**config.mk**
```make
export PLATFORM = sky130hd
export DESIGN_NAME = gf_log4
export DESIGN_NICKNAME = d
export VERILOG_FILES = /design/src/rtl/gf_log4.sv
export SDC_FILE = /design/constraint.sdc
export NUM_CORES = 1
export LEC_CHECK = 0
export ABC_AREA = 1
export CELL_PAD_IN_SITES_DETAIL_PLACEMENT = 0
export CELL_PAD_IN_SITES_GLOBAL_PLACEMENT = 1
export CORE_ASPECT_RATIO = 0.5
export CORE_MARGIN = 2
export CORE_UTILIZATION = 42
export CTS_BUF_LIST = sky130_fd_sc_hd__clkbuf_4
export CTS_CLUSTER_SIZE = 20
export DETAILED_ROUTE_END_ITERATION = 10
export PLACE_DENSITY = 0.95
export RECOVER_POWER = 50
export SKIP_CTS_REPAIR_TIMING = 1
export SYNTH_ARGS = -nofsm -noshare
export SYNTH_HDL_FRONTEND = slang
export SYNTH_SLANG_ARGS = --single-unit
```
**constraint.sdc**
```tcl
create_clock -name clk -period 5.9 [get_ports clk]
set_input_delay 1.475 -clock clk [delete_from_list [all_inputs] [get_ports clk]]
set_output_delay 1.475 -clock clk [all_outputs]
set_load 0.05 [all_outputs]
```
**src/rtl/gf_log4.sv**
```systemverilog
// gf_log4: sequential discrete logarithm over GF(2^m), m = 2..MAXM.
// It accepts an element in polynomial form together with m and prim_poly,
// steps alpha^k with an LFSR until alpha^k equals the element, and returns k.
//
// Ports:
//   clk        clock, all state changes on the rising edge
//   rst_n      synchronous reset, active low
//   m          field degree (legal 2..MAXM), sampled on accept
//   prim_poly  primitive polynomial, bit i = coefficient of x^i, sampled on accept
//   a          element to convert, sampled on accept
//   in_valid   request present
//   in_ready   high only while idle
//   exponent   k such that alpha^k == a
//   err_code   00 ok, 01 zero operand, 10 bad config, 11 not found
//   out_valid  result valid, held until out_ready
//   out_ready  consumer accepts result
module gf_log4 #(
  parameter int unsigned MAXM = 4
) (
  input  logic            clk,
  input  logic            rst_n,
  input  logic [2:0]      m,
  input  logic [MAXM:0]   prim_poly,
  input  logic [MAXM-1:0] a,
  input  logic            in_valid,
  output logic            in_ready,
  output logic [MAXM-1:0] exponent,
  output logic [1:0]      err_code,
  output logic            out_valid,
  input  logic            out_ready
);

  localparam int unsigned PW = MAXM + 1;
  localparam logic [2:0] MaxM = 3'(MAXM);

  localparam logic [1:0] ErrOk       = 2'b00;
  localparam logic [1:0] ErrZero     = 2'b01;
  localparam logic [1:0] ErrConfig   = 2'b10;
  localparam logic [1:0] ErrNotFound = 2'b11;

  typedef enum logic [1:0] {StIdle, StSearch, StDone} state_e;

  state_e          state_q, state_d;
  logic [2:0]      m_q, m_d;
  logic [PW-1:0]   poly_q, poly_d;
  logic [MAXM-1:0] a_q, a_d;
  logic [MAXM-1:0] cur_q, cur_d;
  logic [MAXM-1:0] k_q, k_d;
  logic [MAXM-1:0] exp_q, exp_d;
  logic [1:0]      err_q, err_d;

  // Request validation, evaluated on the raw inputs in the accept cycle.
  logic [PW-1:0] in_mask;
  logic [PW-1:0] poly_sh;
  logic          cfg_bad;
  logic          a_bad;

  assign in_mask = (PW'(1) << m) - PW'(1);
  assign poly_sh = prim_poly >> m;
  // poly_sh[0] is the x^m coefficient; anything left above it is a stray term.
  assign cfg_bad = (m < 3'd2) || (m > MaxM) || !poly_sh[0] || !prim_poly[0] ||
                   ((poly_sh >> 1) != '0);
  assign a_bad   = (a & ~in_mask[MAXM-1:0]) != '0;

  // LFSR step on the latched configuration: cur * x mod prim_poly.
  logic [PW-1:0]   mask_q;
  logic [PW-1:0]   shifted;
  logic [PW-1:0]   top_sh;
  logic [PW-1:0]   reduced;
  logic [MAXM-1:0] cur_next;
  logic [MAXM-1:0] last_k;

  assign mask_q   = (PW'(1) << m_q) - PW'(1);
  assign shifted  = {cur_q, 1'b0};
  assign top_sh   = shifted >> m_q;
  assign reduced  = top_sh[0] ? (shifted ^ poly_q) : shifted;
  assign cur_next = reduced[MAXM-1:0] & mask_q[MAXM-1:0];
  // n - 1 where n = 2^m - 1 is the multiplicative group order.
  assign last_k   = mask_q[MAXM-1:0] - MAXM'(1);

  always_comb begin
    state_d = state_q;
    m_d     = m_q;
    poly_d  = poly_q;
    a_d     = a_q;
    cur_d   = cur_q;
    k_d     = k_q;
    exp_d   = exp_q;
    err_d   = err_q;
    unique case (state_q)
      StIdle: begin
        if (in_valid) begin
          m_d    = m;
          poly_d = prim_poly;
          a_d    = a;
          if (cfg_bad || a_bad) begin
            state_d = StDone;
            exp_d   = '0;
            err_d   = ErrConfig;
          end else if (a == '0) begin
            state_d = StDone;
            exp_d   = '0;
            err_d   = ErrZero;
          end else begin
            state_d = StSearch;
            cur_d   = MAXM'(1);
            k_d     = '0;
          end
        end
      end
      StSearch: begin
        if (cur_q == a_q) begin
          state_d = StDone;
          exp_d   = k_q;
          err_d   = ErrOk;
        end else if (k_q == last_k) begin
          // The cycle of alpha closed without a hit: poly is not primitive.
          state_d = StDone;
          exp_d   = '0;
          err_d   = ErrNotFound;
        end else begin
          cur_d = cur_next;
          k_d   = k_q + MAXM'(1);
        end
      end
      StDone: begin
        if (out_ready) begin
          state_d = StIdle;
        end
      end
      default: state_d = StIdle;
    endcase
  end

  always_ff @(posedge clk) begin
    if (!rst_n) begin
      state_q <= StIdle;
      m_q     <= '0;
      poly_q  <= '0;
      a_q     <= '0;
      cur_q   <= '0;
      k_q     <= '0;
      exp_q   <= '0;
      err_q   <= ErrOk;
    end else begin
      state_q <= state_d;
      m_q     <= m_d;
      poly_q  <= poly_d;
      a_q     <= a_d;
      cur_q   <= cur_d;
      k_q     <= k_d;
      exp_q   <= exp_d;
      err_q   <= err_d;
    end
  end

  assign in_ready  = (state_q == StIdle);
  assign out_valid = (state_q == StDone);
  assign exponent  = exp_q;
  assign err_code  = err_q;

endmodule

```
Word level (Yosys, flattened, before mapping)
Cells that the tools add are included.
- output and inout bits: 8
- flip-flop bits (word level): 27
- memory bits (read-only): 0
- latch bits: 0
- memories: 0
- word-level logic and storage cells: 82
- memory bits (writable): 0
- multipliers: 0
- reductions and logical operators: 16
- divide/modulo/power cells: 0
- equal/unequal tests: 12
- magnitude comparators: 2
- shift operators: 4
- bitwise logic cells: 4
- add/sub/neg operators: 4
- mux-type cells: 32
- operator list (kind ; number):
    4-bit 2-to-1 mux ; 16
    4-bit one-hot mux with 2 select lines ; 3
    2-bit 2-to-1 mux ; 11
    2-bit != test, second input constant ; 5
    4-bit bitwise AND ; 2
    4-bit equality test ; 2
    1-bit by 3-bit << shifter with 4-bit output, first input constant ; 2
    4-bit by 2-bit subtractor with 4-bit output, second input constant ; 2
    2-bit one-hot mux with 3 select lines ; 1
    6-bit AND reduction ; 1
    1-bit logical OR ; 5
    5-bit nonzero test ; 1
    5-bit by 3-bit >> shifter with 1-bit output ; 1
    5-bit by 3-bit >> shifter with 5-bit output ; 1
    4-bit by 1-bit adder with 4-bit output, second input constant ; 1
    4-bit logical NOT ; 1
    4-bit inverter ; 1
    2-bit one-hot mux with 2 select lines ; 1
    4-bit AND reduction ; 1
    4-bit nonzero test ; 1
    4-bit by 1-bit subtractor with 4-bit output, second input constant ; 1
    4-bit XOR ; 1
    3-bit > comparator, second input constant ; 1
    3-bit by 2-bit less-than comparator with 1-bit output, second input constant ; 1
    other kinds (10) ; 11

Depth between registers and ports, before layout
- depth after elaboration: 9
- gate-level depth with buffers: 15

Worst setup path after synthesis
No wires, ideal clock.
- kind: in2reg
- start: in m[1]
- end: reg exp_q[2], in the netlist exponent[2]
- cell stages on the path: 14
- arrival time: 2.838 ns
- slack: 2.950 ns
- library setup time: 0.113 ns
- path through: inv_1 nand3_1 ha_1 nand2_1 nand3_1 a21oi_1 nand3_1 nor2_1 nand3_1 nand3_2 buf_6 nand2_1 nand2_1 nor2_1
- word-level cells in the longest chain between the ends: 9
- elaborated cells between the ends (all ways): 20
- classes of those cells: 1 x add/sub; 2 x order compare; 1 x eq/ne; 2 x shift; 3 x mux; 2 x bitwise; 9 x reduce/logical
- ends and longest elaborated chain (element ; line ; text):
    start, declared ; 22 ; input logic [2:0] m,
    1-bit by 3-bit << shifter with 4-bit output (tied with other cells) ; 58 ; assign in_mask = (PW'(1) << m) - PW'(1);
    4-bit by 2-bit subtractor with 4-bit output (tied with other cells) ; 58 ;
    4-bit inverter or 1-bit logical OR (tied branches) ; 63, 61 ;
    4-bit bitwise AND or 1-bit logical OR (tied branches) ; 63, 61 ;
    4-bit nonzero test or 1-bit logical OR (tied branches) ; 63, 61 ;
    1-bit logical OR (*) ; 96 ; if (cfg_bad || a_bad) begin
    4-bit 2-to-1 mux ; 96 ;
    4-bit 2-to-1 mux ; 92 ; if (in_valid) begin
    4-bit one-hot mux with 2 select lines ; 90 ; unique case (state_q)
    end signal, assigned ; 152 ; exp_q <= exp_d;
    end, declared ; 49 ; logic [MAXM-1:0] exp_q, exp_d;
Mark *: on every way between the ends. The rest lies on a longest branch, timed or not. The select of a mux whose other input is x is not followed.
A chain may end at the register's enable or synchronous reset.

Final worst setup path
- start: in m[0]
- end: reg k_q[1]
- word-level cells in the longest chain between the ends: 8
- elaborated cells between the ends (all ways): 17
- classes of those cells: 1 x add/sub; 2 x order compare; 1 x eq/ne; 2 x shift; 2 x bitwise; 9 x reduce/logical
- ends and longest elaborated chain (element ; line ; text):
    1-bit by 3-bit << shifter with 4-bit output (tied with other cells) ; 58 ;
    4-bit by 2-bit subtractor with 4-bit output (tied with other cells) ; 58 ;
    4-bit inverter or 1-bit logical OR (tied branches) ; 63, 61 ;
    4-bit bitwise AND or 1-bit logical OR (tied branches) ; 63, 61 ;
    4-bit nonzero test or 1-bit logical OR (tied branches) ; 63, 61 ;
    1-bit logical OR (*) ; 96 ;
    2-bit != test (no line) (*) ; - ;
    6-bit AND reduction (no line) (*) ; - ;
    end signal, assigned ; 151 ; k_q <= k_d;
    end, declared ; 48 ; logic [MAXM-1:0] k_q, k_d;
Mark *: on every way between the ends. The rest lies on a longest branch, timed or not.

==> impl_metrics.yaml <==
worst_setup_path:
  critPathMaxStageDelay_ns: 0.52
  cp_data_required_time_ns: 6.19
  cp_common_cell: "nand3_1"
  ff2ff_path_depth: 12
  critPathKind: "input pin to flip-flop"
  crit_slowest_cell: "clkdlybuf4s50_1"
  cp_max_fo: 9
  path_cells: "clkdlybuf4s50_1 -> inv_1 -> nand3_1 -> ha_1 -> nand2_1 -> nand3_1 -> a21oi_1 -> nand3_1 -> inv_1 -> nand3_1 -> nand2_2 -> nand2_2 -> nor2_4 -> nor2_1 -> nor2_1"
  start_kind: "input pin"
  endpoint_kind: "flip-flop"
  arrival_ns: 3.67
flow_run:
  maxCapViolations: 0
timing:
  setup_viol: 0
  fin_setup_tns_ns: 0
  tightest_slew_ns: 0.801
  clock_skew_ns: 0.0206
  report.final.slew_viol_count: 0
  rsz0062_at_grt: "no"
  fmax_ghz: 0.296
  max-slew-margin-rel: 0.464
  fin_crit_ns: 3.38
  hold_viol_final: 0
  finalCritPeriodShare: 0.572
  whs_ns: 0.520
drt:
  first_pass_iters: 4
  routedWlPerCell_microns: 11.7
  wl_microns: 4170
  viasPerCell: 5.04
  vias: 1800
  antenna_left: 0
  wl_met1_microns: 2140
  wl_met2_microns: 1690
  wl_met3_microns: 293
  drt_iter0_drc: 135
  drc: 0
  top_layer: "met4"
finish:
  fillers: 406
  mostFrequentLayoutCells: "nand2_1 (65), nor2_1 (52), inv_1 (33)"
  syn_to_final_growth_pct: 16.6
  final_common_cell: "nand2_1"
  nets: 325
  layout-drive-gt1-share: 0.0759
  antenna_cells: 0
power_and_ir_drop:
  swShare: 0.360
  power_density_mw_per_mm2: 202
  p_int_mw: 0.268
  leakagePower_nw: 0.961
  p_switching_mw: 0.150
  ir_drop_uv: 116
  combPwrFrac: 0.307
  p_clk_frac: 0.200
  seqPwrFrac: 0.492
placed_design:
  dp_hpwl_microns: 3360
  gp_congestion: 0.875
  port-buffer-count: 23
hold_path:
  hold_depth: 2
  worstHoldPathType: "flip-flop to flip-flop"
global_routing:
  grt_use_total: 0.198
  antenna_found_initial: 0
  grt_start_max_net_pins: 27
  grt_pass1_wl_microns: 7280
  overflow: 0
  first_global_vias: 1604
floorplanning:
  die_w_microns: 95.8
  io-pin-count: 24
  die_area_sq_mm: 0.00478
  coreArea_sq_mm: 0.00396
  die_y_microns: 49.9
  start_util: 0.446
  rows: 16
yosys:
  netlist_area_sq_mm: 0.00177
  synth_edf_count: 0
  async_reset_ff_frac: 0
  synthesis.nets: 302
  syn_inst: 281
  syn_area_per_cell_sq_um: 6.30
  synth.ff_latch_count: 27
  synth_flop_cell: "dfxtp_1"
  yosysSeqAreaShare: 0.306
  ys_warn_count: 0
  synth_cell_types: 26
outcome:
  status: "finished, final reports clean"
clock_network:
  root_buffer: "clkbuf_4"
  cts_tree: "done"
  clock_sinks: 27
  htree_levels: 1
  cts.path.max_buffers: 2
  clock_latency_ns: 0.34
  cts_made_buffers: 3
  clk_pin_slew_ns: 0.16
## stage by stage
step | total power, mW | utilization | std cells | setup slack, ns | instance area (sq um)
final | 0.418 | 0.521 | 357 | 2.52 | 2060
after global routing | 0.446 | 0.521 | 357 | 2.30 | 2060
after CTS | 0.420 | 0.521 | 357 | 2.54 | 2060
after detailed placement | 0.340 | 0.513 | 353 | 2.19 | 2030
after global placement | 0.336 | 0.513 | 353 | 2.24 | 2030
after floorplan | 0.302 | - | 281 | 2.95 | 1770
## layer usage
| layer | up-vias | track usage |
|---|---|---|
| met4 | 0 | 0.0476 |
| li1 | 952 | - |
| met3 | 4 | 0.0413 |
| met5 | - | 0 |
| met1 | 796 | 0.295 |
| met2 | 48 | 0.288 |
## power groups by stage
stage          registers, mW  clock network [mW]  logic [mW]
4_1_cts                0.206              0.0837       0.130
2_1_floorplan          0.220                   0      0.0820
3_5_place_dp           0.210                   0       0.130
5_1_grt                0.207              0.0928       0.146
6_report               0.206              0.0837       0.128
3_3_place_gp           0.209                   0       0.127
## kinds of logic (layout without fill, tap and decap cells)
family                     after synthesis  count (layout)  share of synthesized area
AOI/OAI and AO/OA                       27              27                     0.0792
xor gates and xnor gates                 6               6                     0.0297
adders and majority gates                5               5                     0.0354
buffers and inverters                   42              64                     0.0976
DFF                                     27              27                      0.306
and+or+nand+nor                        174             174                      0.453
## cell type report
class | instances | area (sq um) | area share
Clock buffer | 3 | 22.5 | 0.0109
Clock inverter | 1 | 7.51 | 0.00364
Inverter | 37 | 139 | 0.0673
Multi-Input combinational cell | 212 | 1060 | 0.512
Sequential cell | 27 | 541 | 0.262
Tap cell | 54 | 67.6 | 0.0327
Timing Repair Buffer | 23 | 230 | 0.112
## worst paths after layout
kind | startpoint | end | slack [ns]
min | a_q[1]$_SDFFE_PN0P_ | a_q[1]$_SDFFE_PN0P_ | 0.52
max | m[0] | k_q[1]$_SDFFE_PN0P_ | 2.52
min reg2reg | a_q[1]$_SDFFE_PN0P_ | a_q[1]$_SDFFE_PN0P_ | 0.52
max reg2reg | m_q[2]$_SDFFE_PN0P_ | exponent[2]$_SDFFE_PN0P_ | 3.51
## state kept, by name, summed over array words and instances, names as in the netlist
| register | cells |
|---|---|
| a_q | 4 |
| cur_q | 4 |
| err_code | 2 |
| exponent | 4 |
| k_q | 4 |
| m_q | 3 |
| poly_q | 4 |
| state_q | 2 |
## worst max-delay path, delay by kind of cell
family | cells | cell delay (ns)
simple gates | 10 | 1.07
fa+ha+maj | 1 | 0.29
buf+inv | 3 | 0.73
compound gates | 1 | 0.11
## cell usage after synthesis, types with 2 or more instances
| cell type | instances | area [sq um] |
|---|---|---|
| ha_1 | 5 | 62.6 |
| nand2_2 | 5 | 31.3 |
| xnor2_1 | 4 | 35.0 |
| nand3_2 | 4 | 40.0 |
| inv_2 | 4 | 15.0 |
| nor2_2 | 2 | 12.5 |
| nand2_1 | 65 | 244 |
| dfxtp_1 | 27 | 541 |
| nand4_1 | 14 | 87.6 |
| nand3_1 | 25 | 125 |
| nor2_1 | 52 | 195 |
| o21ai_0 | 14 | 70.1 |
| a21oi_1 | 11 | 55.1 |
| xor2_1 | 2 | 17.5 |
| inv_1 | 33 | 124 |
| clkbuf_1 | 2 | 7.51 |
| nand3b_1 | 2 | 15.0 |
| nor2_4 | 2 | 22.5 |
Power figures use the tool's default switching activity.
